## src/rtl/lock_requester_if.sv

```systemverilog
// lock_requester_if: task-side request/unlock handshakes plus the
// command and acknowledgement streams to the lock interconnect.
interface lock_requester_if;
    logic        acc_lock_valid;
    logic        acc_lock_ready;
    logic [7:0]  acc_lock_id;
    logic        acc_unlock_valid;
    logic        acc_unlock_ready;
    logic        lock_held;
    logic        lock_fail;
    logic [63:0] cmdStream_TDATA;
    logic        cmdStream_TVALID;
    logic        cmdStream_TREADY;
    logic [3:0]  cmdStream_TID;
    logic [7:0]  ackStream_TDATA;
    logic        ackStream_TVALID;
    logic        ackStream_TREADY;
    logic [3:0]  ackStream_TDEST;
    logic        ackStream_TLAST;

    // TLAST is always 1 and never inspected, so the requester does not take it.
    modport master (
        input  acc_lock_valid, acc_lock_id, acc_unlock_valid,
        input  cmdStream_TREADY,
        input  ackStream_TDATA, ackStream_TVALID, ackStream_TDEST,
        output acc_lock_ready, acc_unlock_ready, lock_held, lock_fail,
        output cmdStream_TDATA, cmdStream_TVALID, cmdStream_TID,
        output ackStream_TREADY
    );

    modport slave (
        output acc_lock_valid, acc_lock_id, acc_unlock_valid,
        output cmdStream_TREADY,
        output ackStream_TDATA, ackStream_TVALID, ackStream_TDEST,
        output ackStream_TLAST,
        input  acc_lock_ready, acc_unlock_ready, lock_held, lock_fail,
        input  cmdStream_TDATA, cmdStream_TVALID, cmdStream_TID,
        input  ackStream_TREADY
    );
endinterface

```

## src/rtl/lock_requester.sv

```systemverilog
// lock_requester: lock/unlock command initiator with deny back-off.
// Optional retry limit enabled by defining LOCK_REQUESTER_RETRY_LIMIT_EN.
module lock_requester #(
    parameter int ACC_ID         = 0,
    parameter int BACKOFF_CYCLES = 16,
    parameter int MAX_RETRIES    = 255
) (
    input  logic             clk,
    input  logic             rstn,
    lock_requester_if.master bus
);
`ifdef LOCK_REQUESTER_RETRY_LIMIT_EN
    localparam logic LIMIT_EN = 1'b1;
`else
    localparam logic LIMIT_EN = 1'b0;
`endif
    localparam logic [3:0]  ID        = 4'(ACC_ID);
    localparam logic [15:0] BOFF      = 16'(BACKOFF_CYCLES);
    localparam logic [7:0]  RCAP      = 8'(MAX_RETRIES);
    localparam logic [7:0]  OP_LOCK   = 8'h04;
    localparam logic [7:0]  OP_UNLOCK = 8'h06;

    typedef enum logic [2:0] {
        IDLE, SEND_LOCK, WAIT_ACK, BACKOFF, LOCKED, SEND_UNLOCK
    } state_t;

    state_t      state;
    logic [7:0]  lock_id;
    logic [15:0] boff_cnt;
    logic [7:0]  retries;
    logic [7:0]  retries_inc;
    logic        cmd_hs;
    logic        ack_hit;
    logic        grant;

    assign cmd_hs      = bus.cmdStream_TVALID & bus.cmdStream_TREADY;
    assign ack_hit     = bus.ackStream_TVALID & bus.ackStream_TREADY
                       & (bus.ackStream_TDEST == ID);
    assign grant       = bus.ackStream_TDATA == 8'd1;
    assign retries_inc = (retries == 8'hFF) ? retries : retries + 8'd1;
    assign bus.cmdStream_TID = ID;

    always_ff @(posedge clk) begin
        if (!rstn) begin
            state                <= IDLE;
            lock_id              <= '0;
            boff_cnt             <= '0;
            retries              <= '0;
            bus.acc_lock_ready   <= 1'b1;
            bus.acc_unlock_ready <= 1'b0;
            bus.lock_held        <= 1'b0;
            bus.lock_fail        <= 1'b0;
            bus.cmdStream_TVALID <= 1'b0;
            bus.cmdStream_TDATA  <= '0;
            bus.ackStream_TREADY <= 1'b0;
        end else begin
            bus.lock_fail <= 1'b0;
            unique case (state)
                IDLE: begin
                    if (bus.acc_lock_valid) begin
                        lock_id              <= bus.acc_lock_id;
                        bus.acc_lock_ready   <= 1'b0;
                        bus.cmdStream_TVALID <= 1'b1;
                        bus.cmdStream_TDATA  <= {48'd0, bus.acc_lock_id, OP_LOCK};
                        state                <= SEND_LOCK;
                    end
                end
                SEND_LOCK: begin
                    if (cmd_hs) begin
                        bus.cmdStream_TVALID <= 1'b0;
                        bus.ackStream_TREADY <= 1'b1;
                        state                <= WAIT_ACK;
                    end
                end
                WAIT_ACK: begin
                    // Beats for other accelerators are consumed and dropped.
                    if (ack_hit) begin
                        bus.ackStream_TREADY <= 1'b0;
                        if (grant) begin
                            retries              <= '0;
                            bus.lock_held        <= 1'b1;
                            bus.acc_unlock_ready <= 1'b1;
                            state                <= LOCKED;
                        end else if (LIMIT_EN && retries_inc == RCAP) begin
                            retries            <= '0;
                            bus.lock_fail      <= 1'b1;
                            bus.acc_lock_ready <= 1'b1;
                            state              <= IDLE;
                        end else begin
                            retries  <= retries_inc;
                            boff_cnt <= BOFF;
                            state    <= BACKOFF;
                        end
                    end
                end
                BACKOFF: begin
                    if (boff_cnt == 16'd0) begin
                        bus.cmdStream_TVALID <= 1'b1;
                        bus.cmdStream_TDATA  <= {48'd0, lock_id, OP_LOCK};
                        state                <= SEND_LOCK;
                    end else begin
                        boff_cnt <= boff_cnt - 16'd1;
                    end
                end
                LOCKED: begin
                    if (bus.acc_unlock_valid) begin
                        bus.lock_held        <= 1'b0;
                        bus.acc_unlock_ready <= 1'b0;
                        bus.cmdStream_TVALID <= 1'b1;
                        bus.cmdStream_TDATA  <= {48'd0, lock_id, OP_UNLOCK};
                        state                <= SEND_UNLOCK;
                    end
                end
                SEND_UNLOCK: begin
                    if (cmd_hs) begin
                        bus.cmdStream_TVALID <= 1'b0;
                        bus.acc_lock_ready   <= 1'b1;
                        retries              <= '0;
                        state                <= IDLE;
                    end
                end
                default: state <= IDLE;
            endcase
        end
    end
endmodule

```

## src/flat_wrapper.sv

```systemverilog
// flat-port wrapper written by rule: the top's interface ports become plain ports
module lock_requester_flat 
#(
    parameter int ACC_ID         = 0,
    parameter int BACKOFF_CYCLES = 16,
    parameter int MAX_RETRIES    = 255
)
  (clk, rstn, bus_acc_lock_valid, bus_acc_lock_id, bus_acc_unlock_valid, bus_cmdStream_TREADY, bus_ackStream_TDATA, bus_ackStream_TVALID, bus_ackStream_TDEST, bus_acc_lock_ready, bus_acc_unlock_ready, bus_lock_held, bus_lock_fail, bus_cmdStream_TDATA, bus_cmdStream_TVALID, bus_cmdStream_TID, bus_ackStream_TREADY);
  lock_requester_if bus_i ();
  input  logic clk;
  input  logic rstn;
  input wire logic [$bits(bus_i.acc_lock_valid)-1:0] bus_acc_lock_valid;
  input wire logic [$bits(bus_i.acc_lock_id)-1:0] bus_acc_lock_id;
  input wire logic [$bits(bus_i.acc_unlock_valid)-1:0] bus_acc_unlock_valid;
  input wire logic [$bits(bus_i.cmdStream_TREADY)-1:0] bus_cmdStream_TREADY;
  input wire logic [$bits(bus_i.ackStream_TDATA)-1:0] bus_ackStream_TDATA;
  input wire logic [$bits(bus_i.ackStream_TVALID)-1:0] bus_ackStream_TVALID;
  input wire logic [$bits(bus_i.ackStream_TDEST)-1:0] bus_ackStream_TDEST;
  output wire logic [$bits(bus_i.acc_lock_ready)-1:0] bus_acc_lock_ready;
  output wire logic [$bits(bus_i.acc_unlock_ready)-1:0] bus_acc_unlock_ready;
  output wire logic [$bits(bus_i.lock_held)-1:0] bus_lock_held;
  output wire logic [$bits(bus_i.lock_fail)-1:0] bus_lock_fail;
  output wire logic [$bits(bus_i.cmdStream_TDATA)-1:0] bus_cmdStream_TDATA;
  output wire logic [$bits(bus_i.cmdStream_TVALID)-1:0] bus_cmdStream_TVALID;
  output wire logic [$bits(bus_i.cmdStream_TID)-1:0] bus_cmdStream_TID;
  output wire logic [$bits(bus_i.ackStream_TREADY)-1:0] bus_ackStream_TREADY;
  assign bus_i.acc_lock_valid = bus_acc_lock_valid;
  assign bus_i.acc_lock_id = bus_acc_lock_id;
  assign bus_i.acc_unlock_valid = bus_acc_unlock_valid;
  assign bus_i.cmdStream_TREADY = bus_cmdStream_TREADY;
  assign bus_i.ackStream_TDATA = bus_ackStream_TDATA;
  assign bus_i.ackStream_TVALID = bus_ackStream_TVALID;
  assign bus_i.ackStream_TDEST = bus_ackStream_TDEST;
  assign bus_acc_lock_ready = bus_i.acc_lock_ready;
  assign bus_acc_unlock_ready = bus_i.acc_unlock_ready;
  assign bus_lock_held = bus_i.lock_held;
  assign bus_lock_fail = bus_i.lock_fail;
  assign bus_cmdStream_TDATA = bus_i.cmdStream_TDATA;
  assign bus_cmdStream_TVALID = bus_i.cmdStream_TVALID;
  assign bus_cmdStream_TID = bus_i.cmdStream_TID;
  assign bus_ackStream_TREADY = bus_i.ackStream_TREADY;
  lock_requester #(.ACC_ID(ACC_ID), .BACKOFF_CYCLES(BACKOFF_CYCLES), .MAX_RETRIES(MAX_RETRIES)) u_core (.clk(clk), .rstn(rstn), .bus(bus_i));
endmodule
```

## config.mk

```make
export PLATFORM = sky130hd
export DESIGN_NAME = lock_requester_flat
export DESIGN_NICKNAME = d
export VERILOG_FILES = /design/src/rtl/lock_requester_if.sv /design/src/rtl/lock_requester.sv /design/src/flat_wrapper.sv
export SDC_FILE = /design/constraint.sdc
export NUM_CORES = 1
export LEC_CHECK = 0
export CAP_MARGIN = 40
export CORE_ASPECT_RATIO = 0.8
export CORE_MARGIN = 3
export CORE_UTILIZATION = 29
export DETAILED_ROUTE_END_ITERATION = 8
export PLACE_DENSITY_LB_ADDON = 0.2
export SETUP_SLACK_MARGIN = 0.1
export SLEW_MARGIN = 30
export SYNTH_ARGS = -nofsm -noshare
export SYNTH_HDL_FRONTEND = slang
export SYNTH_SLANG_ARGS = --single-unit
```

## constraint.sdc

```tcl
create_clock -name clk -period 2.6 [get_ports clk]
set_clock_uncertainty 0.15 [all_clocks]
set_input_delay 0.52 -clock clk [delete_from_list [all_inputs] [get_ports clk]]
set_output_delay 0.52 -clock clk [all_outputs]
set_load 0.1 [all_outputs]
```

; Word level (Yosys, flattened, before mapping)
; Index checks and enable logic that the tools add are counted.
[word_totals]
regBits = 95
latchBits = 0
ram_bits = 0
mem_bits_ro = 0
in_bits = 26
out_inout_bits = 74
wordCells = 76
n_memories = 0
[classes]
n_addsub = 1
multipliers = 0
div = 0
magnitude_cmp = 0
n_eq_ne = 16
n_shift = 0
n_mux = 30
n_bitwise = 3
reduce_logical = 18
[op_table]
columns = op, count
row1 = 64-bit 2-to-1 mux, 3
row2 = 64-bit case mux with 3 select lines, 1
row3 = 16-bit 2-to-1 mux, 3
row4 = 16-bit case mux with 2 select lines, 1
row5 = 3-bit 2-to-1 mux, 7
row6 = 3-bit case mux with 6 select lines, 1
row7 = 16-bit zero test, 1
row8 = "16-bit by 1-bit subtractor with 16-bit output, second input constant", 1
row9 = "2-bit by 1-bit inequality test with 1-bit output, second input constant", 6
row10 = 4-bit AND reduction, 3
row11 = 1-bit 2-to-1 mux, 10
row12 = "8-bit by 1-bit == test with 1-bit output, second input constant", 1
row13 = "2-bit inequality test, second input constant", 4
row14 = 2-bit nonzero test, 4
row15 = "3-bit by 2-bit == test with 1-bit output, second input constant", 2
row16 = "3-bit == test, second input constant", 2
row17 = 1-bit case mux with 2 select lines, 3
row18 = 3-bit AND reduction, 2
row19 = 6-bit AND reduction, 1
row20 = 5-bit AND reduction, 1
row21 = 4-bit zero test, 1
row22 = 1-bit case mux with 4 select lines, 1
row23 = 4-bit nonzero test, 1
row24 = 1-bit AND, 3
row25 = other kinds (5), 5

; Logic depth before layout (Yosys ltp)
[logic_depth]
word_depth = 4
ltp_mapped = 7
ltp_nobuf = 6

; Worst setup path after synthesis
; OpenSTA, ideal clock, no wires.
[synth_path]
path_type = flip-flop to flip-flop
start = register u_core.bus.ackStream_TREADY
end = register u_core.boff_cnt[0]
setup_time_ns = 0.132
t_arrival_ns = 2.269
required_time_ns = 2.318
slack_ns = 0.048
stages_incl_launch_ff = 6
n_path_buf = 1
synth_period_minus_slack_ns = 2.552
cell_sequence = dfxtp_1 nor4bb_1 o2111ai_1 nand2_1 clkbuf_1 a21oi_1
[synth_via]
elab_chain_len = 4
[synth_lines]
columns = element, line_no
row1 = "start, declared", lock_requester_if.sv:28  ; output ackStream_TREADY
row2 = "start signal, assigned", lock_requester.sv:55  ; bus.ackStream_TREADY <= 1'b0;
row3 = "start signal, assigned", lock_requester.sv:71  ; bus.ackStream_TREADY <= 1'b1;
row4 = "start signal, assigned", lock_requester.sv:78  ; bus.ackStream_TREADY <= 1'b0;
row5 = 1-bit AND, lock_requester.sv:37  ; assign ack_hit = bus.ackStream_TVALID & bus.ackStream_TREADY
row6 = 1-bit AND, lock_requester.sv:38  ; & (bus.ackStream_TDEST == ID);
row7 = 2-bit by 1-bit inequality test with 1-bit output (no line), n/a
row8 = 4-bit AND reduction (no line), n/a
row9 = "end signal, assigned", lock_requester.sv:102  ; boff_cnt <= boff_cnt - 16'd1;
row10 = "end, declared", lock_requester.sv:29  ; logic [15:0] boff_cnt;
; No other way between the ends.
; A chain may end at the register's enable or synchronous reset.

; Worst setup path after layout
[layout_path]
start = input port bus_ackStream_TDATA[1]
end = register u_core.boff_cnt[0]
[layout_via]
elab_chain_len = 3
[layout_lines]
columns = element, line_no
row1 = "start, declared", flat_wrapper.sv:16  ; input wire logic [$bits(bus_i.ackStream_TDATA)-1:0] bus_ackStream_TDATA;
row2 = 8-bit by 1-bit == test with 1-bit output, lock_requester.sv:39  ; assign grant = bus.ackStream_TDATA == 8'd1;
row3 = 2-bit inequality test (no line), n/a
row4 = 4-bit AND reduction (no line), n/a
; No other way between the ends.

==> impl_results.md <==
* Cell area after synthesis at 2570 um^2
* Internal power at 975 uW
* Die area at 10000 um^2
* Max-slew violation total from the final report at 0
* Total of hold buffers inserted after clock tree synthesis at 0
* Number of buffers added on ports at 40
* Power per cell area at approximately 600 nW/um^2
* Most heavily used metal layer in global routing: met1
* Most common flop cell mapped by yosys: sky130_fd_sc_hd__dfxtp_1
* Sw Pwr at ~860 uW
* Max-slew headroom at the worst pin at 60.3%
* Maximum number of pins on one net before global-route repair at 20
* Bufs on Longest Clock Path at 2
* Final weighted congestion of routability-driven global placement at 0.788
* Unrepaired setup endpoints after global routing: false
* Post-detailed-route count of antenna-violating nets at 0
* FF+latch count, synth at 41
* Via count of the first global-routing pass at about 1900
* Maximum level of the CTS H-tree at 2
* Number of enable flip-flop cells after synthesis at 0
* Warnings, synthesis at 0
* Number of instances in the synthesized netlist at about 320
* Max capacitance violation total at 0
* Post-synth ARST share at 0%
* Total Nets Final at 392
* Sequential cell fraction of total power at between 30% and 40%
* Fmax at 435 MHz
* Num ports at 100
* TritonCTS clock tree: done
* Final setup slack of the worst path at about 300 ps
* Wire length per cell after detailed routing at 12.6 um
* Post-detailed-route via-to-cell ratio at 4.63
* Met2 track demand over resource in global routing at 15.5%
* Share of final-layout standard cells stronger than drive strength 1 at 15.3%
* Width of the die at about 110 um
* Path category of the worst min-delay check: flop to flop
* Share of the core filled with cells in the final layout at 35.0%
* Clock net sink count at 41
* Minimum period implied by the final worst setup slack at 2300 ps
* Number of placement rows at 30
* Hpwl dp at 4.46 mm
* Required time reported for the critical path endpoint at 2680 ps
* Run status: finished clean
* Area Overhead vs Synth at 16.5%
* Effective utilization at floorplan at a little under a third
* Library cell used as clock root buffer: sky130_fd_sc_hd__clkbuf_8
* Crit path kind: input pin to flop
* Unique masters post-synth at 53
* Wire length after detailed routing at 6.02 mm
* Static leakage at between 1 and 1.5 nW
* Mean instance size in the synthesized netlist at 8.07 um^2
* Part of the total power dissipated in the clock network at 22.5%
* Crit share post-route at between 80% and 90%
* Signal arrival time at the worst endpoint at 2380 ps
* Final setup vio count at 0
* Initial DRT Pass Iterations at 4
* Core ar. at 8560 um^2
* Capturing element type of the critical path: flop
* Pin slew with the least headroom to its limit at 591 ps
* Total vias in the final route at between 2000 and 2500
* GRT met3 Usage at 2.88%
* CP max FO at 6
* Total clock buffers created by CTS at 5
* Part of the Yosys area used for sequential elements at 31.9%
* Clock network latency to the later pin of the worst-skew pair at 290 ps
* CP startpoint kind: input pin
* Total GRT Usage at a little under an eighth
* Remaining global-route overflow at 0
* Initial drt markers at 100
* DRC errors left at 0
* IR Drop Worst-Case VDD at 220 uV
* Initial antenna violation count at 0
* Part of the total power dissipated in combinational logic at 40.4%
* Wire length of the first global-routing pass at 9.76 mm
* Total count of hold-check failures in the final report at 0
* Pre-CTS worst setup slack at -85.1 ps
* Clock-pin slew on the worst setup and hold paths at 80 ps
* GRT met1 Usage at 17.7%
* Total inserted antenna cells at 0
* Switching Fraction at 47.0%
* Die Y at 90.3 um
-- cells by family (layout without fill, tap and decap cells) --
family | count (synthesis) | count (layout) | share of synthesized area (%)
flops | 41 | 41 | 31.9
simple gates | 107 | 107 | 23.8
mux | 10 | 10 | 3.94
compound gates | 77 | 77 | 18.9
fa+ha+maj | 1 | 1 | 0.486
buf+inv | 82 | 71 | 20.8
other cells | 1 | 59 | 0.146
-- power by group through the flow --
stage	logic (mW)	clock network [mW]	registers (mW)
2_1_floorplan	0.557	0	0.827
3_3_place_gp	0.745	0	0.695
3_5_place_dp	0.743	0	0.696
4_1_cts	0.744	0.427	0.681
5_1_grt	0.775	0.455	0.687
6_report	0.744	0.414	0.681
-- critical path, stage by stage --
cell and delay [ps]:
sky130_fd_sc_hd__clkdlybuf4s50_1 390, sky130_fd_sc_hd__or4b_2 710, sky130_fd_sc_hd__o2111ai_2 240, sky130_fd_sc_hd__nand2_1 190, sky130_fd_sc_hd__buf_4 210, sky130_fd_sc_hd__a21oi_1 110
-- cells in the mapped netlist (all sizes together), types with 2 or more instances --
cell type | n | share of area, %
nor4 | 2 | 0.49
nor4b | 2 | 0.92
and3 | 9 | 2.2
dfxtp | 41 | 32
nand2 | 36 | 5.3
o2111ai | 2 | 0.68
a21boi | 9 | 2.6
a21oi | 26 | 5.1
a211oi | 2 | 0.58
nand3b | 3 | 0.87
o31a | 2 | 0.68
a31oi | 3 | 0.73
o31ai | 7 | 2.0
nor2 | 9 | 1.3
clkbuf | 14 | 2.0
or4 | 12 | 3.7
mux2i | 9 | 3.5
o21ai | 17 | 3.3
buf | 62 | 18
nand2b | 2 | 0.49
or3 | 7 | 2.0
inv | 6 | 0.87
nand3 | 7 | 1.4
nor3b | 2 | 0.58
or4b | 2 | 0.78
nor3 | 5 | 0.97
-- flip-flops by register name, indices dropped and copies added (netlist names) --
name                         count
u_core.boff_cnt                 16
u_core.bus.ackStream_TREADY      1
u_core.state                     3
u_core.bus.cmdStream_TVALID      1
u_core.bus.cmdStream_TDATA      10
u_core.bus.acc_lock_ready        1
u_core.lock_id                   8
u_core.bus.lock_held             1
-- final cells by class --
class	instances	area, um^2
tap	112	140
clock buffer	6	72.6
multi-input combinational	254	1440
sequential	41	822
inverter	6	22.5
clock inverter	2	10.0
timing repair buffer	57	490
fill	899	5560
-- cells in the final DEF, fill, tap and decap left out, types with 2 or more instances in the layout --
master	n
sky130_fd_sc_hd__conb_1	59
sky130_fd_sc_hd__nor2_1	9
sky130_fd_sc_hd__o31ai_1	7
sky130_fd_sc_hd__and3_1	9
sky130_fd_sc_hd__inv_1	6
sky130_fd_sc_hd__or3_1	3
sky130_fd_sc_hd__or4b_2	2
sky130_fd_sc_hd__or3_2	3
sky130_fd_sc_hd__a31oi_1	3
sky130_fd_sc_hd__o21ai_0	17
sky130_fd_sc_hd__mux2i_1	9
sky130_fd_sc_hd__nand2b_1	2
sky130_fd_sc_hd__clkbuf_8	5
sky130_fd_sc_hd__nand3b_1	3
sky130_fd_sc_hd__a21boi_0	9
sky130_fd_sc_hd__nand2_1	36
sky130_fd_sc_hd__a21oi_1	26
sky130_fd_sc_hd__clkdlybuf4s50_1	25
sky130_fd_sc_hd__nand3_1	7
sky130_fd_sc_hd__or4_2	2
sky130_fd_sc_hd__dfxtp_1	40
sky130_fd_sc_hd__a211oi_1	2
sky130_fd_sc_hd__clkinv_2	2
sky130_fd_sc_hd__o31a_1	2
sky130_fd_sc_hd__nor4_1	2
sky130_fd_sc_hd__buf_4	32
sky130_fd_sc_hd__nor3_1	5
sky130_fd_sc_hd__or4_1	9
sky130_fd_sc_hd__nor3b_1	2
-- worst paths after layout --
kind	start	to	slack, ps	cells past startpoint
max reg2reg	u_core.boff_cnt[0]	u_core.boff_cnt[7]	340	6
min reg2reg	u_core.lock_id[0]	u_core.lock_id[0]	300	2
min	u_core.lock_id[0]	u_core.lock_id[0]	300	2
max	bus_ackStream_TDATA[1]	u_core.boff_cnt[0]	300	6
-- routing by layer --
| layer | wire length, um | share of wire, % | vias up |
|---|---|---|---|
| met5 | 0 | 0 | - |
| met4 | 77 | 1.3 | 0 |
| met3 | 434 | 7.2 | 5 |
| met2 | 2410 | 40 | 85 |
| met1 | 3100 | 52 | 1002 |
| li1 | - | - | 1119 |
-- per-stage QoR --
stage	std cells	total power, mW	cell area (um^2)	hold slack (ps)	setup TNS (ps)
CTS	478	1.85	2990	304	0
floorplan	377	1.38	2790	282	0
detailed placement	470	1.44	2910	292	-753
global route	478	1.92	3000	336	0
finish	478	1.84	3000	303	0
global placement	470	1.44	2910	289	-282
-- repair_timing --
item                       in CTS  in global routing
resized for setup               0                  1
buffers inserted                0                  0
setup endpoints to repair       0                  1
(Power assumes the default switching activity.)
